`config.mk`:
```
export PLATFORM = sky130hd
export DESIGN_NAME = md_stall_ctrl
export DESIGN_NICKNAME = d
export VERILOG_FILES = /design/src/rtl/md_stall_ctrl.sv
export SDC_FILE = /design/constraint.sdc
export NUM_CORES = 1
export LEC_CHECK = 0
export CORE_AREA = 2 2 39 41
export CTS_CLUSTER_DIAMETER = 50
export DETAILED_ROUTE_END_ITERATION = 10
export DIE_AREA = 0 0 41 43
export GPL_ROUTABILITY_DRIVEN = 0
export PLACE_DENSITY_LB_ADDON = 0.3
export RECOVER_POWER = 25
export SLEW_MARGIN = 10
export SYNTH_ARGS = -nofsm -noshare
export SYNTH_HDL_FRONTEND = slang
export SYNTH_SLANG_ARGS = --single-unit
```
`constraint.sdc`:
```
create_clock -name clk -period 3.2 [get_ports clk]
set_input_delay 0.64 -clock clk [delete_from_list [all_inputs] [get_ports clk]]
set_output_delay 0.64 -clock clk [all_outputs]
set_load 0.02 [all_outputs]
```
`src/rtl/md_stall_ctrl.sv`:
```
// md_stall_ctrl: HI/LO hazard and stall controller placed in front of the
// multiply/divide unit. It decodes the D-stage instruction, runs a busy
// countdown for issued mult/div operations, and merges its own hold with the
// register-file data-hazard stall. stall_d and bubble_e are combinational so
// that the front end freezes in the same cycle the hazard is seen.
// Optional build macro: MD_STALL_CNT_EN adds the md_stall_cycles counter.
module md_stall_ctrl #(
    parameter int unsigned MULT_LAT = 5,
    parameter int unsigned DIV_LAT  = 10,
    parameter int unsigned CNT_W    = 4
) (
    input  logic             clk,
    input  logic             reset,
    input  logic [31:0]      d_instr,
    input  logic             d_valid,
    input  logic             ext_stall,
    output logic             stall_d,
    output logic             bubble_e,
    output logic             md_busy,
    output logic [CNT_W-1:0] md_cnt
`ifdef MD_STALL_CNT_EN
    ,
    output logic [31:0]      md_stall_cycles
`endif
);

    localparam logic [5:0] OPC_SPECIAL = 6'h00;
    localparam logic [5:0] FN_MFHI     = 6'h10;
    localparam logic [5:0] FN_MTHI     = 6'h11;
    localparam logic [5:0] FN_MFLO     = 6'h12;
    localparam logic [5:0] FN_MTLO     = 6'h13;
    localparam logic [5:0] FN_MULT     = 6'h18;
    localparam logic [5:0] FN_MULTU    = 6'h19;
    localparam logic [5:0] FN_DIV      = 6'h1A;
    localparam logic [5:0] FN_DIVU     = 6'h1B;

    localparam logic [CNT_W-1:0] MULT_LOAD = CNT_W'(MULT_LAT);
    localparam logic [CNT_W-1:0] DIV_LOAD  = CNT_W'(DIV_LAT);
    localparam logic [CNT_W-1:0] CNT_ONE   = CNT_W'(1);
    localparam logic [CNT_W-1:0] CNT_ZERO  = '0;

    typedef enum logic [1:0] {
        CLS_NONE,
        CLS_MUL,
        CLS_DIV,
        CLS_MOV
    } md_class_t;

    typedef enum logic {
        IDLE,
        BUSY
    } md_state_t;

    md_class_t        cls;
    md_state_t        state;
    logic [CNT_W-1:0] cnt;
    logic             md_hold;
    logic             issue_mul;
    logic             issue_div;
    logic             unused_instr;

    // Only opcode and funct matter for HI/LO classification.
    assign unused_instr = ^d_instr[25:6];

    // Classify the D-stage instruction; bubbles never count as HI/LO users.
    always_comb begin
        cls = CLS_NONE;
        if (d_valid && (d_instr[31:26] == OPC_SPECIAL)) begin
            case (d_instr[5:0])
                FN_MULT, FN_MULTU:                   cls = CLS_MUL;
                FN_DIV, FN_DIVU:                     cls = CLS_DIV;
                FN_MFHI, FN_MTHI, FN_MFLO, FN_MTLO:  cls = CLS_MOV;
                default:                             cls = CLS_NONE;
            endcase
        end
    end

    // Hold any HI/LO user while the unit is busy; merge with the data-hazard stall.
    always_comb begin
        md_hold   = (cls != CLS_NONE) && (state == BUSY);
        stall_d   = md_hold || ext_stall;
        bubble_e  = stall_d;
        issue_mul = (cls == CLS_MUL) && !stall_d;
        issue_div = (cls == CLS_DIV) && !stall_d;
    end

    assign md_busy = (state == BUSY);
    assign md_cnt  = cnt;

    // Busy countdown: load on issue, otherwise count down to zero and idle.
    always_ff @(posedge clk) begin
        if (reset) begin
            state <= IDLE;
            cnt   <= CNT_ZERO;
        end else if (issue_mul) begin
            state <= (MULT_LOAD != CNT_ZERO) ? BUSY : IDLE;
            cnt   <= MULT_LOAD;
        end else if (issue_div) begin
            state <= (DIV_LOAD != CNT_ZERO) ? BUSY : IDLE;
            cnt   <= DIV_LOAD;
        end else if (state == BUSY) begin
            if (cnt <= CNT_ONE) begin
                state <= IDLE;
                cnt   <= CNT_ZERO;
            end else begin
                cnt   <= cnt - CNT_ONE;
            end
        end
    end

`ifdef MD_STALL_CNT_EN
    // Count cycles lost to HI/LO holds only; data-hazard-only stalls are excluded.
    always_ff @(posedge clk) begin
        if (reset) begin
            md_stall_cycles <= 32'd0;
        end else if (md_hold) begin
            md_stall_cycles <= md_stall_cycles + 32'd1;
        end
    end
`endif

endmodule

```
======== Yosys cells after proc, flatten, opt, wreduce, memory -nomap -nowiden ========
Memory sizes are Yosys's and may differ from the RTL's.
Cells that the tools add are included.
storage, ports and cells
  input bits .............................. 36
  memories kept ........................... 1
  bits in read-only memories .............. 64
  output and inout port bits .............. 7
  register bits after elaboration ......... 5
cells by class
  equality and inequality tests ........... 2
  muxes and demuxes ....................... 10
  $lt $le $gt $ge ......................... 1
  reduce and logical (&&, ||, !) cells .... 11
  add/sub/neg operators ................... 1
memories
  memory           depth  bits a word  rd ports  clocked after Yosys merged registers in  wr ports  line  text
  (no name shown)  32     2            1         0                                        0         69    case (d_instr[5:0])
operators with widths
  cell                   number
  $mux W4                3
  $logic_not A6 Y1       1
  $le A4 B1 Y1 const B   1
  $logic_and A1 B1 Y1    4
  $mux W1                4
  $mux W2                2
  $reduce_bool A2 Y1     2
  $sub A4 B1 Y4 const B  1
  $mux W3                1
  $reduce_bool A3 Y1     1
  $eq A2 B1 Y1 const B   1
  $eq A2 B2 Y1 const B   1
  $reduce_or A2 Y1       1
  $logic_not A1 Y1       1
  $logic_or A1 B1 Y1     1

======== Logic depth before layout (Yosys ltp) ========
  depth after elaboration ................. 10
  gate-level depth with buffers ........... 6

======== Least setup slack after synthesis ========
OpenSTA, ideal clock, no wires.
  kind .................................... input to output
  start ................................... in d_instr[29]
  end ..................................... out stall_d
  path slack .............................. 1060 ps
  data required time ...................... 2560 ps
  cell stages on the path ................. 3
  arrival time ............................ 1500 ps
  cells stage by stage .................... nor4_1 a41o_2 buf_4
on the way
  cells in the longest elaborated chain, start to end .. 6
ends and longest elaborated chain
  element              line  text
  start: declaration   14    input logic [31:0] d_instr,
  $logic_not A6 Y1     68    if (d_valid && (d_instr[31:26] == OPC_SPECIAL)) begin
  $logic_and A1 B1 Y1  68
  $mux W2              68
  $reduce_bool A2 Y1   80    md_hold = (cls != CLS_NONE) && (state == BUSY);
  $logic_and A1 B1 Y1  80
  $logic_or A1 B1 Y1   81    stall_d = md_hold || ext_stall;
  end: declaration     17    output logic stall_d,
Every way passes these cells.

======== Worst setup path after layout ========
Ends and elaborated chain as after synthesis.

==> impl_metrics.env <==
export IMPL_grt_util_all_layers=0.116
export IMPL_final_cells=78
export IMPL_synth_cell_type_count=23
export IMPL_antenna_cells=0
export IMPL_fmax_mhz=331
export IMPL_dr_total_vias=392
export IMPL_finalPower_w=0.000161
export IMPL_die_area_mm2=0.00176
export IMPL_antenna_found_initial=0
export IMPL_crit_path_max_fanout=3
export IMPL_grt_first_pass_wirelength_mm=1.39
export IMPL_cts_buffers=3
export IMPL_ctsResizeCount=0
export IMPL_cp_buffers_inverters=2
export IMPL_status="finished, final reports clean"
export IMPL_overflow=0
export IMPL_core_area_mm2=0.00138
export IMPL_ir_drop_uv=123
export IMPL_n_fill_cell=143
export IMPL_viasPerCell=5.03
export IMPL_netlist_area_leader_share=0.300
export IMPL_boundaryPins=43
export IMPL_powerDensity_mw_per_mm2=276
export IMPL_crit_family="buffers and inverters"
export IMPL_end_kind="primary output"
export IMPL_hold_violations=0
export IMPL_fp_row_count=14
export IMPL_fin_skew_ns=0.000629
export IMPL_ant_nets=0
export IMPL_hp_class="reg -> reg"
export IMPL_slowest_stage="clkdlybuf4s50_1"
export IMPL_io_buffers=21
export IMPL_critical_path_class="in -> out"
export IMPL_htreeDepth=1
export IMPL_fin_crit_sh=0.945
export IMPL_clockRootBuffer="clkbuf_4"
export IMPL_hpwl_um=627
export IMPL_start_util=0.241
export IMPL_clk_latency_ns=0.24
export IMPL_die_h_um=43
export IMPL_drive_gt1_frac=0.113
export IMPL_layout_commonest_cell="clkdlybuf4s50_1"
export IMPL_yosys_area_top_type="dfxtp_1"
export IMPL_post_route_min_period_ns=3.03
export IMPL_syn_area_per_cell_um2=8.79
export IMPL_synth_seq_cells=5
export IMPL_synth_warnings=0
export IMPL_grt_max_degree=11
export IMPL_placedCellCount=74
export IMPL_grt_pass1_vias=343
export IMPL_tns_ns=0
export IMPL_arrival_ns=2.39
export IMPL_ys_seq_area_frac=0.300
export IMPL_slew_viol_final=0
export IMPL_cpPeakStageDelay_ns=0.60
export IMPL_rsz0062_at_grt="false"
export IMPL_synth_area_um2=334
export IMPL_max_slew_margin_rel=0.681
export IMPL_synth_area_leaders="dfxtp_1 (30%), ha_1 (7.5%), nand3b_1 (6.7%), a21oi_1 (6.0%), buf_4 (4.5%)"
export IMPL_cts_tree="yes"
export IMPL_cts_buffer_depth=2
export IMPL_die_x_um=41
export IMPL_cts_setup_buffers=0
export IMPL_clock_sinks=5
export IMPL_leakage_nw=0.210
export IMPL_path_cells="clkdlybuf4s50_1 -> nor4_1 -> a41o_2 -> clkdlybuf4s50_1"
export IMPL_path_clk_slew_ns=0.04
export IMPL_hold_buffers=0
export IMPL_syn_num_nets=76
export IMPL_setup_violations_final=0
export IMPL_drc_errors=0
export IMPL_dr_first_iter_drc_count=22
export IMPL_tightestPinTransition_ns=0.475
export IMPL_crit_top_cell="clkdlybuf4s50_1"
export IMPL_first_pass_iters=4
export IMPL_drt_wl_total_um=814
export IMPL_syn_inst=38
export IMPL_layout_common_cells="clkdlybuf4s50_1 (19), dfxtp_1 (5), a21oi_1 (4)"
export IMPL_syn_to_final_growth_pct=74.5
export IMPL_worstSetupStartpointType="input pin"
export IMPL_fin_nets=101
export IMPL_wl_per_cell_um=10.4
export IMPL_drv_cap=0
export IMPL_cp_required_ns=2.56
Yosys cell counts:
master,instances
nor2_1,1
nand4_1,2
nor2b_1,1
nor4_1,2
o21ai_0,1
nand2b_1,1
ha_1,2
a21oi_1,4
o31ai_1,1
nor4b_1,1
inv_1,3
nand3b_1,3
and2_1,1
dfxtp_1,5
a31oi_1,1
nor4_2,1
or4b_4,1
o21a_1,1
nor3b_1,1
buf_4,2
nand2_1,1
o221ai_1,1
a41o_2,1
metal layers:
layer  up-vias  part of all wire  GRT usage
li1        195                 -          -
met4         0             0.017     0.0800
met3         2             0.055     0.0157
met1       181              0.45      0.145
met5         -                 0          0
met2        14              0.47      0.172
sequential cells by signal, indices dropped and copies added (netlist names):
name     count
md_busy      1
md_cnt       4
power by group:
group	switching, W	internal [W]
registers	0.0000000219	0.0000625
logic	0.00000731	0.0000196
clock network	0.0000244	0.0000471
cells by family (layout without fill, tap and decap cells):
family	count (synthesis)	after routing	synth area share
buffers and inverters	5	29	0.0786
adder cells (fa/ha/maj)	2	2	0.0749
AND/OR/NAND/NOR	16	16	0.348
flip-flops	5	5	0.300
AO/OA/AOI/OAI	10	10	0.199
path summary, 6_finish.rpt:
check / start / endpoint / slack (ns) / depth (start not counted)
hold / removal: md_cnt[0] / md_cnt[0] / 0.56 / 2
hold reg to reg: md_cnt[0] / md_cnt[0] / 0.56 / 2
setup reg to reg: md_cnt[0] / md_cnt[1] / 1.70 / 6
setup / recovery: d_instr[29] / stall_d / 0.17 / 4
through the flow:
| step | setup slack [ns] | hold WS [ns] | cell area, um2 | util |
|---|---|---|---|---|
| 3_5_place_dp | 0.173 | 0.552 | 557 | 0.402 |
| 3_3_place_gp | 0.172 | 0.542 | 557 | 0.402 |
| 6_report | 0.175 | 0.564 | 583 | 0.421 |
| 4_1_cts | 0.160 | 0.560 | 583 | 0.421 |
| 5_1_grt | 0.0518 | 0.599 | 583 | 0.421 |
| 2_1_floorplan | 1.06 | 0.601 | 334 | - |
cell type report:
| type | count | area, um2 | share of cell area |
|---|---|---|---|
| well taps | 16 | 20.0 | 0.0343 |
| inverters | 3 | 11.3 | 0.0193 |
| multi-input cells | 28 | 208 | 0.356 |
| repair buffers | 22 | 218 | 0.373 |
| clock buffers | 4 | 26.3 | 0.0451 |
| flip-flops and latches | 5 | 100 | 0.172 |
worst register-to-register path, stage by stage, from the launching register on:
cell and delay, ns:
dfxtp_1 0.35, inv_1 0.07, ha_1 0.22, nor2_1 0.07, o31ai_1 0.38, o221ai_1 0.15
nor2b_1 0.15
Power figures use the tool's default switching activity.
